[config.mk]
export PLATFORM = sky130hd
export DESIGN_NAME = traffic_phase_ctrl
export DESIGN_NICKNAME = d
export VERILOG_FILES = /design/src/rtl/traffic_pkg.sv /design/src/rtl/traffic_phase_ctrl_tick_prescaler.sv /design/src/rtl/traffic_phase_ctrl.sv
export SDC_FILE = /design/constraint.sdc
export NUM_CORES = 1
export LEC_CHECK = 0
export ABC_AREA = 1
export CAP_MARGIN = 15
export CORE_MARGIN = 3
export CORE_UTILIZATION = 50
export CTS_CLUSTER_SIZE = 8
export DETAILED_ROUTE_END_ITERATION = 7
export PLACE_DENSITY = 0.72
export RECOVER_POWER = 50
export SKIP_LAST_GASP = 1
export SLEW_MARGIN = 20
export SYNTH_ARGS = -nofsm -noshare
export SYNTH_HDL_FRONTEND = slang
export SYNTH_SLANG_ARGS = --single-unit
[constraint.sdc]
create_clock -name clk -period 4.2 [get_ports clk]
set_clock_uncertainty 0.2 [all_clocks]
set_input_delay 0.42 -clock clk [delete_from_list [all_inputs] [get_ports clk]]
set_output_delay 0.42 -clock clk [all_outputs]
set_load 0.02 [all_outputs]
[src/rtl/traffic_pkg.sv]
// Shared types and helpers for the traffic phase controller.
package traffic_pkg;

  typedef enum logic [2:0] {
    ST_GREEN,
    ST_YELLOW,
    ST_ALLRED,
    ST_WALK,
    ST_PCLR,
    ST_MAINT
  } state_t;

  // Per-approach lamp code {green, yellow, red}.
  localparam logic [2:0] LAMP_RED    = 3'b001;
  localparam logic [2:0] LAMP_YELLOW = 3'b010;
  localparam logic [2:0] LAMP_GREEN  = 3'b100;

  function automatic int unsigned max_u(int unsigned a, int unsigned b);
    return (a > b) ? a : b;
  endfunction

  // Bits needed to count 0..max_dur-1, never less than one.
  function automatic int unsigned cnt_width(int unsigned max_dur);
    return (max_dur <= 2) ? 1 : $clog2(max_dur);
  endfunction

endpackage

[src/rtl/traffic_phase_ctrl_tick_prescaler.sv]
// Divides clk down to a one-cycle timing tick every TICK_DIV cycles.
module tick_prescaler
  import traffic_pkg::*;
#(
  parameter int unsigned TICK_DIV = 16
) (
  input  logic clk,
  input  logic reset,
  input  logic clear,
  output logic tick
);

  localparam int unsigned PW = cnt_width(TICK_DIV);

  logic [PW-1:0] cnt;

  assign tick = (cnt == PW'(TICK_DIV - 1));

  // Free-running divider, restarted by reset or an explicit clear.
  always_ff @(posedge clk) begin
    if (!reset || clear || tick) cnt <= '0;
    else                         cnt <= cnt + 1'b1;
  end

endmodule

[src/rtl/traffic_phase_ctrl.sv]
// Multi-approach signal sequencer with pedestrian phase and maintenance flash.
module traffic_phase_ctrl
  import traffic_pkg::*;
#(
  parameter int unsigned N_APPR       = 2,
  parameter int unsigned TICK_DIV     = 16,
  parameter int unsigned GREEN_TICKS  = 10,
  parameter int unsigned YELLOW_TICKS = 4,
  parameter int unsigned ALLRED_TICKS = 2,
  parameter int unsigned WALK_TICKS   = 8,
  parameter int unsigned PCLR_TICKS   = 8,
  parameter int unsigned FLASH_TICKS  = 4
) (
  input  logic                      clk,
  input  logic                      reset,
  input  logic                      maint,
  input  logic                      ped_req,
  output logic [N_APPR-1:0]         green,
  output logic [N_APPR-1:0]         yellow,
  output logic [N_APPR-1:0]         red,
  output logic                      walk,
  output logic                      dont_walk,
  output logic [$clog2(N_APPR)-1:0] phase,
  output logic                      maint_active
);

  localparam int unsigned PW      = $clog2(N_APPR);
  localparam int unsigned MAX_DUR = max_u(max_u(max_u(GREEN_TICKS, YELLOW_TICKS),
                                                max_u(ALLRED_TICKS, WALK_TICKS)),
                                          max_u(PCLR_TICKS, FLASH_TICKS));
  localparam int unsigned DW      = cnt_width(MAX_DUR);
  localparam logic [PW-1:0] LAST  = PW'(N_APPR - 1);

  state_t        state, state_nx;
  logic [PW-1:0] phase_q, phase_nx;
  logic [DW-1:0] dwell, fcnt, dur_m1;
  logic          skip_ped, skip_nx;
  logic          ped_pend, flash, tick, done, trans;
  logic [2:0]    lamp;

  assign trans = (state_nx != state);
  assign phase = phase_q;

  tick_prescaler #(.TICK_DIV(TICK_DIV)) u_presc (
    .clk   (clk),
    .reset (reset),
    .clear (trans),
    .tick  (tick)
  );

  // Dwell length of the current state, minus one.
  always_comb begin
    dur_m1 = '0;
    case (state)
      ST_GREEN:  dur_m1 = DW'(GREEN_TICKS - 1);
      ST_YELLOW: dur_m1 = DW'(YELLOW_TICKS - 1);
      ST_ALLRED: dur_m1 = DW'(ALLRED_TICKS - 1);
      ST_WALK:   dur_m1 = DW'(WALK_TICKS - 1);
      ST_PCLR:   dur_m1 = DW'(PCLR_TICKS - 1);
      default:   dur_m1 = '0;
    endcase
  end

  assign done = tick && (dwell == dur_m1);

  // State register with phase and pedestrian-skip flag.
  always_ff @(posedge clk) begin
    if (!reset) begin
      state    <= ST_GREEN;
      phase_q  <= '0;
      skip_ped <= 1'b0;
    end else begin
      state    <= state_nx;
      phase_q  <= phase_nx;
      skip_ped <= skip_nx;
    end
  end

  // Next-state: maint overrides, maint exit parks on last approach's all-red.
  // skip_ped marks an all-red that must not re-check for pedestrians.
  always_comb begin
    state_nx = state;
    phase_nx = phase_q;
    skip_nx  = skip_ped;
    if (maint) begin
      state_nx = ST_MAINT;
    end else if (state == ST_MAINT) begin
      state_nx = ST_ALLRED;
      phase_nx = LAST;
      skip_nx  = 1'b1;
    end else if (done) begin
      case (state)
        ST_GREEN:  state_nx = ST_YELLOW;
        ST_YELLOW: begin
          state_nx = ST_ALLRED;
          skip_nx  = 1'b0;
        end
        ST_ALLRED: begin
          if (phase_q != LAST) begin
            state_nx = ST_GREEN;
            phase_nx = phase_q + 1'b1;
          end else if (!skip_ped && (ped_pend || ped_req)) begin
            state_nx = ST_WALK;
          end else begin
            state_nx = ST_GREEN;
            phase_nx = '0;
          end
        end
        ST_WALK:   state_nx = ST_PCLR;
        ST_PCLR: begin
          state_nx = ST_ALLRED;
          skip_nx  = 1'b1;
        end
        default:   state_nx = state;
      endcase
    end
  end

  // Dwell and flash counters, flash bit and pedestrian latch.
  always_ff @(posedge clk) begin
    if (!reset) begin
      dwell    <= '0;
      fcnt     <= '0;
      flash    <= 1'b1;
      ped_pend <= 1'b0;
    end else begin
      if (trans) begin
        dwell <= '0;
        fcnt  <= '0;
        if (state_nx == ST_PCLR || state_nx == ST_MAINT) flash <= 1'b1;
      end else if (tick) begin
        if (state != ST_MAINT) dwell <= dwell + 1'b1;
        if (fcnt == DW'(FLASH_TICKS - 1)) begin
          fcnt  <= '0;
          flash <= ~flash;
        end else begin
          fcnt  <= fcnt + 1'b1;
        end
      end
      if (state != ST_WALK && state_nx == ST_WALK) ped_pend <= 1'b0;
      else if (state != ST_WALK && ped_req)        ped_pend <= 1'b1;
    end
  end

  // Lamp decode from registered state only.
  always_comb begin
    green        = '0;
    yellow       = '0;
    red          = '0;
    walk         = 1'b0;
    dont_walk    = 1'b1;
    maint_active = 1'b0;
    lamp         = LAMP_RED;
    if (state == ST_MAINT) begin
      red          = {N_APPR{flash}};
      dont_walk    = flash;
      maint_active = 1'b1;
    end else begin
      for (int unsigned k = 0; k < N_APPR; k++) begin
        lamp = LAMP_RED;
        if (phase_q == PW'(k)) begin
          if (state == ST_GREEN)  lamp = LAMP_GREEN;
          if (state == ST_YELLOW) lamp = LAMP_YELLOW;
        end
        green[k]  = lamp[2];
        yellow[k] = lamp[1];
        red[k]    = lamp[0];
      end
      if (state == ST_WALK) begin
        walk      = 1'b1;
        dont_walk = 1'b0;
      end
      if (state == ST_PCLR) dont_walk = flash;
    end
  end

endmodule

* Word-level counts from Yosys, hierarchy flattened
Cells that the tools add are included.
Widths: inputs -> output; s select.
** Cells by class
- Add/subtract/negate cells :: 4
- Equality and inequality tests :: 15
- Multiplexer cells :: 33
- Bitwise operators :: 3
- Reduce and logical (&&, ||, !) cells :: 24
** Operators by type and width (count)
- $mux 3 :: 7
- $mux 1 :: 17
- $pmux 4 s4 :: 1
- $add 4x1->4 const B :: 3
- $eq 3x3->1 const B :: 4
- $pmux 3 s4 :: 1
- $mux 2 :: 5
- $eq 3x2->1 const B :: 3
- $reduce_and 3->1 :: 3
- $reduce_bool 2->1 :: 4
- $reduce_or 2->1 :: 4
- $eq 4x2->1 const B :: 1
- $eq 4x4->1 :: 1
- $eq 4x4->1 const B :: 1
- $logic_and 1x1->1 :: 4
- $logic_or 1x1->1 :: 4
- $mux 4 :: 1
- $eq 3x1->1 const B :: 1
- $logic_not 3->1 :: 1
- $ne 3x2->1 const B :: 1
- $ne 3x3->1 :: 1
- $ne 3x3->1 const B :: 1
- $not 1->1 :: 3
- $reduce_bool 3->1 :: 1
- other kinds (5) :: 6
** Word-level totals
- Flip-flop bits (word level) :: 19
- Input port bits :: 4
- Output and inout bits :: 10
- Word-level logic and storage cells :: 87

* Depth between registers and ports, before layout
- Depth in word-level cells :: 12
- Mapped depth :: 17
- Mapped depth without buffers :: 16

* Modules after synthesis
A second synthesis with hierarchy kept.
** Second synthesis, totals
- Cell total of the unflattened synthesis :: 170
- Area total of the unflattened synthesis :: 1176.1 um^2
** By module, submodules not included
- traffic_phase_ctrl :: instances 1, cells each 150, area an instance 1006.0 um^2, seq. area each 300.3 um^2
- tick_prescaler :: instances 1, cells each 20, area an instance 170.2 um^2, seq. area each 80.1 um^2

* Worst setup path after synthesis
OpenSTA, ideal clock, no wires.
- Kind :: register to register
- Start point :: reg u_presc.cnt[0]
- End point :: reg flash
- Setup time :: 123 ps
- Arrival :: 1733 ps
- Data required time :: 3877 ps
- Setup slack :: 2145 ps
- Cell stages (with the launch flop) :: 15
- Path buffers :: 1
- Period minus slack after synthesis :: 2055 ps
- Cell sequence :: dfxtp_1 -> ha_1 -> and3_1 -> buf_2 -> o21ai_2 -> nor2_2 -> nand3_1 -> nand3_2 -> nand2_2 -> nand2_1 -> nand2_2 -> nor2_4 -> nand3_1 -> nand2_1 -> nand3_1
** Between the ends
- Cells in the longest elaborated chain, start to end :: 9
- Elaborated cells between the ends (all ways) :: 14
- Those cells by class :: 5 x eq/ne; 4 x mux; 5 x reduce/logical
** Ends and longest elaborated chain
- start: declaration :: line traffic_phase_ctrl_tick_prescaler.sv:15 : logic [PW-1:0] cnt;
- start signal: assignment :: line traffic_phase_ctrl_tick_prescaler.sv:22 : else cnt <= cnt + 1'b1;
- $eq 4x4->1 (*) :: line traffic_phase_ctrl_tick_prescaler.sv:17 : assign tick = (cnt == PW'(TICK_DIV - 1));
- $logic_and 1x1->1 :: line traffic_phase_ctrl.sv:64 : assign done = tick && (dwell == dur_m1);
- $mux 3 :: line traffic_phase_ctrl.sv:91 : end else if (done) begin
- $mux 3 :: line traffic_phase_ctrl.sv:87 : end else if (state == ST_MAINT) begin
- $mux 3 :: line traffic_phase_ctrl.sv:85 : if (maint) begin
- $eq 3x3->1 :: line traffic_phase_ctrl.sv:130 : if (state_nx == ST_PCLR || state_nx == ST_MAINT) flash <= 1'b1;
- $logic_or 1x1->1 :: line traffic_phase_ctrl.sv:130
- $ne 2x2->1 (no line)
- $reduce_and 3->1 (no line)
- end signal: assignment :: line traffic_phase_ctrl.sv:135 : flash <= ~flash;
- end: declaration :: line traffic_phase_ctrl.sv:38 : logic ped_pend, flash, tick, done, trans;
Every way passes the cells marked *; elsewhere a longest branch is shown, timed or not.
A chain may end at the register's enable or synchronous reset.

* Final worst setup path
- Start point :: reg state[2]
- End point :: reg fcnt[0]
** Between the ends
- Cells in the longest elaborated chain, start to end :: 10
- Elaborated cells between the ends (all ways) :: 17
- Those cells by class :: 7 x eq/ne; 5 x mux; 5 x reduce/logical
** Ends and longest elaborated chain
- start: declaration :: line traffic_phase_ctrl.sv:34 : state_t state, state_nx;
- start signal: assignment :: line traffic_phase_ctrl.sv:73 : state <= state_nx;
- $eq 3x2->1 or $eq 3x3->1 (tied branches) :: line traffic_phase_ctrl.sv:54, traffic_phase_ctrl.sv:92
- $reduce_or 2->1 (no line)
- $pmux 4 s4 :: line traffic_phase_ctrl.sv:54 : case (state)
- $eq 4x4->1 :: line traffic_phase_ctrl.sv:64
- $logic_and 1x1->1 :: line traffic_phase_ctrl.sv:64
- $mux 3 :: line traffic_phase_ctrl.sv:91
- $mux 3 :: line traffic_phase_ctrl.sv:87
- $mux 3 :: line traffic_phase_ctrl.sv:85
- $ne 3x3->1 (*) :: line traffic_phase_ctrl.sv:41 : assign trans = (state_nx != state);
- $reduce_or 2->1 (no line) (*)
- end signal: assignment :: line traffic_phase_ctrl.sv:137 : fcnt <= fcnt + 1'b1;
- end: declaration :: line traffic_phase_ctrl.sv:36 : logic [DW-1:0] dwell, fcnt, dur_m1;
Marked as above.

==> metrics.txt <==
CP top delay family=simple AND/OR/NAND/NOR gates; PD cells=265.1 nW/um^2; antenna viol nets, final=0; chip height=55.32 um; Post-Syn Nets=182; Post-Route WL=2624 um; core area=2255 sq um; Leak=0.6016 nW; Period minus WS final=3210 ps; Final Hold Viols=0; DIE AREA=3060 sq um; worst-case reg-to-reg path depth=14; antenna violations before repair=0; setup bufs post-CTS=0; Post-CTS Resized=0; I/O Pins=14; CTS Root Cell=clkbuf_4; Port Buffers=13; Async SR Flop Fraction=0%; synthesized area=1216 sq um; GPL Wtd Cong=0.9578; drt drc=0; maximum clock frequency=311.5 MHz; most frequent cells in the layout=nand2_1, nor2_1, nand3_1; peak supply drop=0.2437 mV; Via density=5.375; crit end category=flip-flop; syn avg cell area=6.950 sq um; ys flop type=dfxtp_1; setup violators final=0; Tcrit/Tclk final=76.43%; Post-synth EDFFs=0; CTS max path bufs=2; Buf+Inv Stages, Crit Path=1; worst path cell trace=clkinvlp_2 -> nand3_1 -> nand2_1 -> nand2_1 -> nand2_1 -> nor2_1 -> nand2_2 -> nand3_1 -> nand2_1 -> nand2_1 -> nand2_1 -> nor2_4 -> nand3_1 -> nor3_1; Clock transition at path regs=120 ps; Rel. slew slack=67.26%; worst endpoint required time=4230 ps; run status=finished, final reports clean; Synth Instances=175; Crit. path cell count=14; Worst Max-Slew Pin Slew=490.4 ps; hold_buf cts=0; Setup Crit Path Kind=reg -> reg; CTS buffer count=3; total power draw=0.0003553 W; placed wire-length estimate=2059 um; CTS Sinks=19; RSZ-0062 raised after global routing=no; synth unique cells=30; WHS Path Cells=1; starting density of the core=53.94%; Setup TNS=0 ps; nets=196; Final Max Tran Viols=0; sequential share of the synthesized area=31.28%; critical path peak fanout=9; Most common cell on crit path=nand2_1; hold crit path type=reg -> reg; Global Route Usage Sum=18.21%; ant diodes=0; first-pass GRT wire length=4609 um; FF+latch count, synth=19; Routed WL per cell=12.15 um; Die W=55.32 um; number of global-route vias before repair=1,082; largest net degree at the start of global routing=12; first drt pass iteration count=4; Area growth syn-to-layout=10.19%; Remaining Overflow, GRT=0; layout cells sized above 1=12.77%; Crit path arrival time=3240 ps; Worst path max stage delay=650 ps; CTS H-tree lvls=1; Initial DRC Count=40; row count=17; slowest cell on the critical path=dfxtp_1; vias=1,161; Synth Warn #=0; Max-Cap Viols=0; commonest non-fill, non-tap cell in the layout=nand2_1; critical path launch point type=flip-flop; CTS tree=built; Worst-Skew Late Latency=300 ps
==> cell type report <==
type                            count  area [sq um]
Multi-Input combinational cell    130         680.7
Tap cell                           28         35.03
Clock buffer                        3         22.52
Timing Repair Buffer               13         130.1
Inverter                           22         86.33
Sequential cell                    19         380.4
Clock inverter                      1         5.005
Fill cell                         224         914.6
==> where the power goes <==
part / total [W] / switching [W] / internal, W / leakage (nW)
sequential: 0.000191 / 0.00000703 / 0.000184 / 0.154
clock: 0.0000973 / 0.0000618 / 0.0000355 / 0.0177
combinational: 0.0000671 / 0.0000424 / 0.0000248 / 0.430
total: 0.000355 / 0.000111 / 0.000244 / 0.602
==> worst paths after layout <==
| check | from | to | slack [ps] |
|---|---|---|---|
| max reg2reg | state[2] | fcnt[0] | 990 |
| max | state[2] | fcnt[0] | 990 |
| min reg2reg | u_presc.cnt[0] | u_presc.cnt[0] | 280 |
| min | u_presc.cnt[0] | u_presc.cnt[0] | 280 |
==> flip-flops by register name, summed over array words and instances (netlist names) <==
register     count
state            3
skip_ped         1
flash            1
u_presc.cnt      4
dwell            4
fcnt             4
ped_pend         1
phase            1
==> cells by family (layout without fill, tap and decap cells) <==
| kind of cell | count (synthesis) | after routing | synth area share (%) |
|---|---|---|---|
| and+or+nand+nor | 106 | 106 | 43.83 |
| DFF | 19 | 19 | 31.28 |
| xor gates and xnor gates | 6 | 6 | 4.321 |
| buffers and inverters | 26 | 39 | 10.08 |
| AOI/OAI and AO/OA | 15 | 15 | 7.409 |
| adders and majority gates | 3 | 3 | 3.087 |
==> cell usage after synthesis, types with 4 or more instances <==
library cell,number,area share (%)
inv_1,16,4.9
nor3_1,4,1.6
nand4_1,4,2.1
xor2_1,4,2.9
nor2_1,22,6.8
o21ai_0,4,1.6
nand3_2,5,4.1
dfxtp_1,19,31
nand2_2,7,3.6
a21oi_1,6,2.5
nand2_1,37,11
nand3_1,17,7.0
==> metrics by stage <==
stage | instances | hold WS (ps) | util, % | area (sq um) | setup WS [ps]
floorplan | 175 | 217.6 | - | 1216 | 2145
global placement | 212 | 230.8 | 59.71 | 1346 | 1804
detailed placement | 212 | 263.2 | 59.71 | 1346 | 1756
CTS | 216 | 284.8 | 60.93 | 1374 | 1527
global route | 216 | 311.1 | 59.43 | 1340 | 705.4
finish | 216 | 279.1 | 59.43 | 1340 | 989.9
==> metal layers <==
metal  track usage [%]  share of wire (%)  routed length, um
met1             24.39                 50               1305
met2             29.22                 45               1170
met3             4.206                4.3                114
met4             4.861                1.3                 34
met5                 0                  0                  0
Power figures use the tool's default switching activity.
